==> src/rtl/dot_seq_ctrl_if.sv <==
// Operand, array and result bundle for the dot-product sequencer.
// The design instantiating this is configured by DOT_SEQ_ACC_SATURATE_EN.
interface dot_seq_ctrl_if #(
  parameter int IN_SIZE_0 = 4,
  parameter int IN_SIZE_1 = 8,
  parameter int LEN_W     = 8,
  parameter int ACC_SIZE  = 32
);
  localparam int PW = IN_SIZE_0 + IN_SIZE_1 + 4;

  logic                          start_i;
  logic [LEN_W-1:0]              len_i;
  logic                          busy_o;
  logic                          in_valid_i;
  logic                          in_ready_o;
  logic [7:0][IN_SIZE_0-1:0]     in_0_i;
  logic [7:0][IN_SIZE_1-1:0]     in_1_i;
  logic [7:0][IN_SIZE_0-1:0]     arr_in_0_o;
  logic [7:0][IN_SIZE_1-1:0]     arr_in_1_o;
  logic [1:0][PW-1:0]            arr_out_i;
  logic                          res_valid_o;
  logic                          res_ready_i;
  logic [ACC_SIZE-1:0]           res_o;

  modport master (
    output start_i, len_i,
    output in_valid_i, in_0_i, in_1_i,
    output arr_out_i, res_ready_i,
    input  busy_o, in_ready_o,
    input  arr_in_0_o, arr_in_1_o,
    input  res_valid_o, res_o
  );

  modport slave (
    input  start_i, len_i,
    input  in_valid_i, in_0_i, in_1_i,
    input  arr_out_i, res_ready_i,
    output busy_o, in_ready_o,
    output arr_in_0_o, arr_in_1_o,
    output res_valid_o, res_o
  );
endinterface

==> src/rtl/dot_seq_ctrl.sv <==
// Sequencer for the 8-lane signed multiply/compress array.
// Define DOT_SEQ_ACC_SATURATE_EN for a saturating accumulator.
module dot_seq_ctrl #(
  parameter int IN_SIZE_0     = 4,
  parameter int IN_SIZE_1     = 8,
  parameter int LEN_W         = 8,
  parameter int ACC_SIZE      = 32,
  parameter int ARRAY_LATENCY = 2
) (
  input  logic          clk_i,
  input  logic          rst_i,
  dot_seq_ctrl_if.slave bus
);
  localparam int PW = IN_SIZE_0 + IN_SIZE_1 + 4;
  localparam int AL = ARRAY_LATENCY;

  typedef enum logic [1:0] {
    IDLE,
    FEED,
    DRAIN,
    DONE
  } state_t;

  state_t                     state_q;
  logic [LEN_W-1:0]           cnt_q;
  logic [AL-1:0]              fly_q;
  logic [AL-1:0]              fly_sh;
  logic signed [ACC_SIZE-1:0] acc_q;
  logic signed [ACC_SIZE-1:0] res_q;
  logic signed [ACC_SIZE-1:0] acc_sum;
  logic signed [ACC_SIZE-1:0] acc_upd;
  logic signed [ACC_SIZE-1:0] chunk_ext;
  logic [PW-1:0]              chunk;
  logic                       busy_q;
  logic                       rdy_q;
  logic                       vld_q;
  logic                       accept;
  logic                       tap;
  logic                       drained;
  logic                       st_idle;
  logic                       st_feed;
  logic                       st_drain;
  logic                       st_done;

  assign st_idle  = (state_q == IDLE);
  assign st_feed  = (state_q == FEED);
  assign st_drain = (state_q == DRAIN);
  assign st_done  = (state_q == DONE);

  assign accept = rdy_q & bus.in_valid_i;
  assign tap    = fly_q[AL-1];
  assign fly_sh = fly_q << 1;
  // Only the tap may still be set: this is the last array result.
  assign drained = (fly_sh == '0);

  assign bus.arr_in_0_o = accept ? bus.in_0_i : '0;
  assign bus.arr_in_1_o = accept ? bus.in_1_i : '0;

  assign chunk = bus.arr_out_i[0] + bus.arr_out_i[1];
  assign chunk_ext = ACC_SIZE'($signed(chunk));

`ifdef DOT_SEQ_ACC_SATURATE_EN
  localparam logic signed [ACC_SIZE-1:0] ACC_MAX =
    {1'b0, {(ACC_SIZE-1){1'b1}}};
  localparam logic signed [ACC_SIZE-1:0] ACC_MIN =
    {1'b1, {(ACC_SIZE-1){1'b0}}};

  logic signed [ACC_SIZE:0] wide;

  always_comb begin
    wide = $signed({acc_q[ACC_SIZE-1], acc_q})
         + $signed({chunk_ext[ACC_SIZE-1], chunk_ext});
    acc_sum = wide[ACC_SIZE-1:0];
    if (wide[ACC_SIZE] != wide[ACC_SIZE-1]) begin
      acc_sum = wide[ACC_SIZE] ? ACC_MIN : ACC_MAX;
    end
  end
`else
  assign acc_sum = acc_q + chunk_ext;
`endif

  assign acc_upd = tap ? acc_sum : acc_q;

  always_ff @(posedge clk_i) begin
    if (rst_i) begin
      state_q <= IDLE;
      cnt_q   <= '0;
      fly_q   <= '0;
      acc_q   <= '0;
      res_q   <= '0;
      busy_q  <= 1'b0;
      rdy_q   <= 1'b0;
      vld_q   <= 1'b0;
    end else begin
      fly_q <= fly_sh | AL'(accept);
      acc_q <= acc_upd;
      unique case (1'b1)
        st_idle: begin
          if (bus.start_i) begin
            acc_q  <= '0;
            busy_q <= 1'b1;
            if (bus.len_i != '0) begin
              cnt_q   <= bus.len_i;
              rdy_q   <= 1'b1;
              state_q <= FEED;
            end else begin
              res_q   <= '0;
              vld_q   <= 1'b1;
              state_q <= DONE;
            end
          end
        end
        st_feed: begin
          if (accept) begin
            cnt_q <= cnt_q - 1'b1;
            if (cnt_q == LEN_W'(1)) begin
              rdy_q   <= 1'b0;
              state_q <= DRAIN;
            end
          end
        end
        st_drain: begin
          if (drained) begin
            res_q   <= acc_upd;
            vld_q   <= 1'b1;
            state_q <= DONE;
          end
        end
        st_done: begin
          if (bus.res_ready_i) begin
            vld_q   <= 1'b0;
            busy_q  <= 1'b0;
            state_q <= IDLE;
          end
        end
        default: state_q <= IDLE;
      endcase
    end
  end

  assign bus.busy_o      = busy_q;
  assign bus.in_ready_o  = rdy_q;
  assign bus.res_valid_o = vld_q;
  assign bus.res_o       = res_q;

endmodule

==> src/flat_wrapper.sv <==
// flat-port wrapper written by rule: the top's interface ports become plain ports
module dot_seq_ctrl_flat 
#(
  parameter int IN_SIZE_0     = 4,
  parameter int IN_SIZE_1     = 8,
  parameter int LEN_W         = 8,
  parameter int ACC_SIZE      = 32,
  parameter int ARRAY_LATENCY = 2
)
  (clk_i, rst_i, bus_start_i, bus_len_i, bus_in_valid_i, bus_in_0_i, bus_in_1_i, bus_arr_out_i, bus_res_ready_i, bus_busy_o, bus_in_ready_o, bus_arr_in_0_o, bus_arr_in_1_o, bus_res_valid_o, bus_res_o);
  dot_seq_ctrl_if #(.IN_SIZE_0(IN_SIZE_0), .IN_SIZE_1(IN_SIZE_1), .LEN_W(LEN_W), .ACC_SIZE(ACC_SIZE)) bus_i ();
  input  logic clk_i;
  input  logic rst_i;
  input wire logic [$bits(bus_i.start_i)-1:0] bus_start_i;
  input wire logic [$bits(bus_i.len_i)-1:0] bus_len_i;
  input wire logic [$bits(bus_i.in_valid_i)-1:0] bus_in_valid_i;
  input wire logic [$bits(bus_i.in_0_i)-1:0] bus_in_0_i;
  input wire logic [$bits(bus_i.in_1_i)-1:0] bus_in_1_i;
  input wire logic [$bits(bus_i.arr_out_i)-1:0] bus_arr_out_i;
  input wire logic [$bits(bus_i.res_ready_i)-1:0] bus_res_ready_i;
  output wire logic [$bits(bus_i.busy_o)-1:0] bus_busy_o;
  output wire logic [$bits(bus_i.in_ready_o)-1:0] bus_in_ready_o;
  output wire logic [$bits(bus_i.arr_in_0_o)-1:0] bus_arr_in_0_o;
  output wire logic [$bits(bus_i.arr_in_1_o)-1:0] bus_arr_in_1_o;
  output wire logic [$bits(bus_i.res_valid_o)-1:0] bus_res_valid_o;
  output wire logic [$bits(bus_i.res_o)-1:0] bus_res_o;
  assign bus_i.start_i = bus_start_i;
  assign bus_i.len_i = bus_len_i;
  assign bus_i.in_valid_i = bus_in_valid_i;
  assign bus_i.in_0_i = bus_in_0_i;
  assign bus_i.in_1_i = bus_in_1_i;
  assign bus_i.arr_out_i = bus_arr_out_i;
  assign bus_i.res_ready_i = bus_res_ready_i;
  assign bus_busy_o = bus_i.busy_o;
  assign bus_in_ready_o = bus_i.in_ready_o;
  assign bus_arr_in_0_o = bus_i.arr_in_0_o;
  assign bus_arr_in_1_o = bus_i.arr_in_1_o;
  assign bus_res_valid_o = bus_i.res_valid_o;
  assign bus_res_o = bus_i.res_o;
  dot_seq_ctrl #(.IN_SIZE_0(IN_SIZE_0), .IN_SIZE_1(IN_SIZE_1), .LEN_W(LEN_W), .ACC_SIZE(ACC_SIZE), .ARRAY_LATENCY(ARRAY_LATENCY)) u_core (.clk_i(clk_i), .rst_i(rst_i), .bus(bus_i));
endmodule
==> config.mk <==
export PLATFORM = sky130hd
export DESIGN_NAME = dot_seq_ctrl_flat
export DESIGN_NICKNAME = d
export VERILOG_FILES = /design/src/rtl/dot_seq_ctrl_if.sv /design/src/rtl/dot_seq_ctrl.sv /design/src/flat_wrapper.sv
export SDC_FILE = /design/constraint.sdc
export NUM_CORES = 1
export LEC_CHECK = 0
export ABC_AREA = 1
export ABC_CLOCK_PERIOD_IN_PS = 5800
export CAP_MARGIN = 20
export CELL_PAD_IN_SITES_DETAIL_PLACEMENT = 1
export CELL_PAD_IN_SITES_GLOBAL_PLACEMENT = 1
export CORE_ASPECT_RATIO = 0.6
export CORE_UTILIZATION = 32
export DETAILED_ROUTE_END_ITERATION = 16
export GPL_ROUTABILITY_DRIVEN = 0
export MAX_ROUTING_LAYER = met4
export PLACE_DENSITY_LB_ADDON = 0.2
export SYNTH_ARGS = -nofsm -noshare
export SYNTH_HDL_FRONTEND = slang
export SYNTH_SLANG_ARGS = --single-unit
==> constraint.sdc <==
create_clock -name clk_i -period 5.8 [get_ports clk_i]
set_input_delay 1.16 -clock clk_i [delete_from_list [all_inputs] [get_ports clk_i]]
set_output_delay 1.16 -clock clk_i [all_outputs]
set_load 0.005 [all_outputs]
==> results of run 1 <==
-- power groups by stage --
stage / clock network, uW / logic [uW] / registers (uW)
2_1_floorplan: 0 / 747 / 646
3_3_place_gp: 0 / 1240 / 663
3_5_place_dp: 0 / 1270 / 664
4_1_cts: 568 / 1280 / 653
5_1_grt: 586 / 1440 / 661
6_report: 555 / 1290 / 654
-- critical path: cells and delay by family --
family / cells / cell delay, ns
simple gates: 11 / 1.45
compound gates: 5 / 1.07
fa+ha+maj: 3 / 0.94
buf+inv: 3 / 0.58
xor+xnor: 1 / 0.17
-- Yosys cell counts, drive strengths merged --
library cell,count
inv,198
a21boi,2
o21a,5
o21bai,7
o21ai,60
nor4,6
nor2,206
ha,56
nand2,252
and2,1
a21o,2
mux2i,1
a22oi,2
fa,2
nor3,10
a21oi,93
a2bb2oi,2
o211ai,4
a31oi,4
xnor2,15
nand3b,3
o31ai,2
xor2,11
clkbuf,24
nand3,71
or2,18
dfxtp,79
nand4,7
a211oi,1
buf,7
-- area by class of cell --
type / instances / area, um2 / share of cell area, %
Clock buffer: 12 / 246 / 2.44
Clock inverter: 4 / 31.3 / 0.310
Inverter: 198 / 743 / 7.36
Multi-Input combinational cell: 843 / 4380 / 43.4
Sequential cell: 79 / 1580 / 15.7
Tap cell: 273 / 342 / 3.38
Timing Repair Buffer: 277 / 2780 / 27.5
-- cell families (layout without fill, tap and decap cells) --
logic type      count (synthesis)  after routing  share of synthesized area [%]
compound gates                184            184                           14.8
xor+xnor                       26             26                           3.34
fa+ha+maj                      58             58                           10.9
buf+inv                       229            491                           12.7
flops                          79             79                           23.2
mux                             1              1                          0.147
simple gates                  574            574                           35.0
-- stage by stage --
step | hold WS [ns] | util, % | setup slack (ns) | total power (uW)
after detailed placement | 0.421 | 47.9 | 0.468 | 1930
after global placement | 0.415 | 47.9 | 0.560 | 1910
after CTS | 0.432 | 49.2 | 0.798 | 2500
after global routing | 0.489 | 49.4 | 0.339 | 2680
final | 0.429 | 49.4 | 0.713 | 2500
after floorplan | 0.403 | - | 1.62 | 1390
-- routing by layer --
layer	GRT usage, %	wire length (um)	vias to the layer above
li1	-	-	4141
met1	38.8	14500	3959
met2	39.3	12100	233
met3	5.40	1740	15
met4	2.83	157	0
met5	-	0	-
-- worst max path at each step --
stage	startpoint	depth (start not counted)	endpoint	slack [ns]
6_report	bus_arr_out_i[0]	23	u_core.bus.res_o[27]	0.71
5_1_grt	bus_arr_out_i[0]	24	u_core.bus.res_o[27]	0.34
4_1_cts	bus_arr_out_i[0]	23	u_core.bus.res_o[15]	0.80
3_5_place_dp	bus_arr_out_i[0]	21	u_core.bus.res_o[26]	0.47
3_3_place_gp	bus_arr_out_i[0]	21	u_core.bus.res_o[26]	0.56
2_1_floorplan	bus_arr_out_i[0]	23	u_core.bus.res_o[27]	1.62
-- layout by cell type (no fill, tap or decap), types with 3 or more instances in the layout --
master / netlist / layout
a21oi_1: 91 / 91
nand2_1: 251 / 250
nor4_1: 6 / 6
or2_0: 4 / 4
or2_1: 3 / 3
clkdlybuf4s50_1: 0 / 271
nor3_1: 8 / 8
buf_4: 2 / 5
o21ai_1: 4 / 4
ha_1: 56 / 56
xor2_1: 11 / 11
o21bai_1: 6 / 6
xnor2_1: 15 / 15
clkinv_4: 0 / 3
o211ai_1: 4 / 4
nand4_1: 7 / 7
nor2_1: 205 / 205
dfxtp_1: 79 / 79
a31oi_1: 4 / 4
nand3b_1: 3 / 3
or2_2: 11 / 11
nand3_1: 70 / 70
o21ai_0: 55 / 55
o21a_1: 5 / 5
clkbuf_16: 0 / 9
inv_1: 196 / 196
==> impl_metrics.json, run 1 <==
{
  "status": "completed",
  "dp_hpwl_mm": 23.2,
  "clockPowerShare_pct": 22.2,
  "firstDrtPassIters": 5,
  "hp-start": "u_core.fly_q[0]",
  "final_cells": 1686,
  "grt_setup_unrepaired": "no",
  "ctsHoldBuffers": 0,
  "p_int_uw": 1430,
  "setup_tns_ns": 0,
  "switching_share_pct": 42.9,
  "clk_path_buf_depth": 2,
  "clk_pin_slew_ns": 0.06,
  "syn_nets": 1350,
  "total_leakage_power_uw": 0.00470,
  "num_antenna_cells": 0,
  "cts_buffers": 9,
  "reg2reg_depth": 14,
  "antenna_found_initial": 0,
  "drc": 0,
  "via_count": 8348,
  "ant_nets": 0,
  "coreArea_um2": 20500,
  "crit_chain": "clkdlybuf4s50_1, ha_1, inv_1, fa_1, nor4_1, nor2_1, o21ai_1, a21boi_0, o21ai_1, xor2_1, inv_1, ha_1, nand2_1, nand2_1, nand2_1, nand2_1, a21oi_1, nor2_1, nor3_1, nand3_1, nand3_1, nand3_1, a21oi_1",
  "synth_area_leaders": "dfxtp_1 (23%), nand2_1 (14%), nor2_1 (11%)",
  "cap_violations": 0,
  "place_area_um2": 9800,
  "required_ns": 6.08,
  "critPathMaxFanout": 5,
  "final_area_um2": 10100,
  "wl_mm": 28.5,
  "slew_viol_final": 0,
  "drt_iter0_markers": 403,
  "final_nets": 1607,
  "startpoint_type": "input pin",
  "pwr-share-comb_pct": 51.7,
  "overflow": 0,
  "postCtsSetupRepairBufs": 0,
  "ys_seq_area_share_pct": 23.2,
  "cp.arrival_ns": 5.36,
  "postSynthCellCount": 1151,
  "synth_top_area_share_pct": 23.2,
  "htreeDepth": 3,
  "hold_end": "u_core.fly_q[1]",
  "cts_resized": 0,
  "cp_slowest_cell": "clkdlybuf4s50_1",
  "whs_path_depth": 2,
  "post-place-cells": 1669,
  "min_period_ns": 5.09,
  "crit_top_cell": "nand2_1",
  "syn_avg_cell_area_um2": 5.93,
  "clock-sinks": 79,
  "p_seq_share_pct": 26.1,
  "pwr_density_cell_nw_per_um2": 248,
  "end_kind": "register",
  "p_switching_uw": 1070,
  "final_layout_size_suffix_gt1_share_pct": 3.04,
  "synth_top_cell_by_area": "dfxtp_1",
  "io-pin-count": 272,
  "synth-seq-cells": 79,
  "clkLatencyLatePin_ns": 0.35,
  "fin_crit_sh_pct": 87.7,
  "die_x_um": 191,
  "vias_per_cell": 4.95,
  "timing.rr.start": "u_core.acc_q[0]",
  "max_freq_ghz": 0.197,
  "syn2layout_area_growth_pct": 48.0,
  "r2r_end": "u_core.bus.res_o[20]",
  "grt_max_degree": 65,
  "synth_area_um2": 6830,
  "rows": 40,
  "gr-usage-all-layers_pct": 26.9,
  "fp.dieH_um": 115,
  "vdd_drop_max_uv": 151,
  "tightest_slew_ns": 0.944,
  "yosysWarnings": 0,
  "portBuffers": 271,
  "finalSetupViolations": 0,
  "wl_per_cell_um": 16.9,
  "grt_pass1_wl_mm": 44.8,
  "yosysUniqueCellTypes": 43,
  "clock_skew_ns": 0.00749,
  "grt_pass1_vias": 8421,
  "min_path_type": "reg -> reg",
  "ctsRootBufferMaster": "clkbuf_16",
  "max_slew_margin_pct": 37.0,
  "cpPeakStageDelay_ns": 0.47,
  "hold_viol": 0,
  "initial_core_util_pct": 33.3,
  "die-area_um2": 21900,
  "nFillCells": 2712,
  "critPathKind": "in -> reg",
  "cts_tree": "done",
  "rrSetupSlack_ns": 2.97
}
(Power assumes the default switching activity.)
==> inputs of run 2 (changes only) <==
GPL_ROUTABILITY_DRIVEN = default   (was 0)
==> run 2 against run 1 <==
  * First-iteration DRC count increased by 20%
  * Highest routed layer unchanged
  * Final area increased by 0.48%
  * Via count decreased by 0.38%
  * Sequential power about the same
  * Worst hold slack got worse by 0.0032 ns
==> impl_metrics.json, run 2 (synthesis gave the netlist of run 1 again) <==
{
  "finalSetupViolations": 0,
  "end_kind": "register",
  "final_common_cell": "clkdlybuf4s50_1",
  "via_count": 8316,
  "drc": 0,
  "grt_max_degree": 100,
  "final_layout_size_suffix_gt1_share_pct": 3.18,
  "gr-usage-all-layers_pct": 26.9,
  "status": "completed",
  "clk_path_buf_depth": 2,
  "clock-sinks": 79,
  "portBuffers": 271,
  "p_seq_share_pct": 25.1,
  "critPathMaxFanout": 5,
  "grt_pass1_wl_mm": 44.5,
  "vias_per_cell": 4.93,
  "max_slew_margin_pct": 31.1,
  "die_x_um": 191,
  "clk_pin_slew_ns": 0.07,
  "clockPowerShare_pct": 25.2,
  "die-area_um2": 21900,
  "pwr_density_cell_nw_per_um2": 256,
  "slew_viol_final": 0,
  "required_ns": 6.04,
  "clkLatencyLatePin_ns": 0.36,
  "wl_mm": 28.6,
  "cap_violations": 0,
  "ctsRootBufferMaster": "clkbuf_16",
  "postCtsSetupRepairBufs": 0,
  "firstDrtPassIters": 4,
  "p_int_uw": 1510,
  "fp.dieH_um": 115,
  "overflow": 0,
  "cts_resized": 0,
  "min_period_ns": 5.02,
  "grt_pass1_vias": 8350,
  "antenna_found_initial": 0,
  "final_nets": 1607,
  "vdd_drop_max_uv": 150,
  "pwr-share-comb_pct": 49.7,
  "p_switching_uw": 1100,
  "num_antenna_cells": 0,
  "hold_viol": 0,
  "cts_buffers": 9,
  "wl_per_cell_um": 17.0,
  "power.total_uw": 2600,
  "cp.arrival_ns": 5.26,
  "min_path_type": "reg -> reg",
  "dp_hpwl_mm": 23.4,
  "io-pin-count": 272,
  "syn2layout_area_growth_pct": 48.8,
  "ctsHoldBuffers": 0,
  "gp_congestion": 0.966,
  "fin_crit_sh_pct": 86.6,
  "drt_iter0_markers": 484,
  "nFillCells": 2730,
  "initial_core_util_pct": 33.3,
  "total_leakage_power_uw": 0.00472,
  "grt_setup_unrepaired": "no",
  "cts_tree": "done",
  "switching_share_pct": 42.1,
  "clock_skew_ns": 0.0145,
  "coreArea_um2": 20500,
  "rows": 40,
  "holdWs_ns": 0.425,
  "critPathKind": "in -> reg",
  "tightest_slew_ns": 1.03,
  "htreeDepth": 3,
  "ant_nets": 0,
  "layout_common_cells": "clkdlybuf4s50_1 (271), nand2_1 (250), nor2_1 (205)",
  "setup_tns_ns": 0,
  "startpoint_type": "input pin",
  "max_freq_ghz": 0.199
}
run 2: changes by cell type in the layout (fill, tap and decap cells not counted), sizes merged:
cell,delta
clkinv,-3
clkbuf,-3
bufinv,+2
clkinvlp,+1
inv,+3
run 2: metrics by stage:
step	instances	utilization [%]	setup slack, ns	instance area, um2
floorplan	1151	-	1.62	6830
global placement	1669	47.9	0.526	9800
detailed placement	1669	47.9	0.477	9800
CTS	1685	49.5	0.846	10100
global route	1686	49.6	0.474	10200
finish	1686	49.6	0.779	10200
run 2: per-layer routing:
layer  part of all wire, %  wire length, um  up-vias  track usage [%]
met2                    42            12100      201             39.2
met5                     0                0        -                -
met3                   5.5             1560       14             4.70
li1                      -                -     4129                -
met4                  0.61              176        0             3.20
met1                    52            14800     3972             39.2
run 2: worst max-delay path, stage by stage:
cell	delay, ns
clkdlybuf4s50_1	0.46
ha_1	0.16
inv_1	0.06
fa_1	0.45
nor4_1	0.31
nor2_1	0.15
o21ai_1	0.21
a21boi_0	0.19
o21ai_1	0.18
xor2_1	0.15
inv_1	0.06
ha_1	0.33
nand2_1	0.22
o21ai_0	0.18
a21oi_1	0.41
o21a_1	0.20
nand2_1	0.05
nand2_1	0.05
nand3_1	0.10
nand3_1	0.11
a21oi_1	0.06
run 2: final cells by class:
cell class                 count  area (um2)  area share (%)
sequential                    79        1580            15.6
timing repair buffer         277        2780            27.4
clock buffer                   9         225            2.22
multi-input combinational    843        4380            43.2
clock inverter                 7         101           0.998
tap                          273         342            3.36
inverter                     198         743            7.32
run 2: worst paths after layout:
path | start | endpoint | slack (ns) | depth (start not counted)
max reg2reg | u_core.acc_q[0] | u_core.bus.res_o[12] | 2.90 | 12
max | bus_arr_out_i[0] | u_core.bus.res_o[26] | 0.78 | 21
min | u_core.fly_q[0] | u_core.fly_q[1] | 0.43 | 2
min reg2reg | u_core.fly_q[0] | u_core.fly_q[1] | 0.43 | 2
run 2: power groups by stage:
stage	logic [uW]	clock network, uW	registers (uW)
6_report	1290	656	654
5_1_grt	1420	689	661
4_1_cts	1290	663	653
3_5_place_dp	1280	0	664
3_3_place_gp	1250	0	662
2_1_floorplan	747	0	646
==> inputs of run 3 (changes only) <==
CTS_BUF_LIST = sky130_fd_sc_hd__clkbuf_4 sky130_fd_sc_hd__clkbuf_8 sky130_fd_sc_hd__clkbuf_16   (was default)
==> results of run 3 <==
The final DEF is identical to that of run 2; final timing and power are the same.
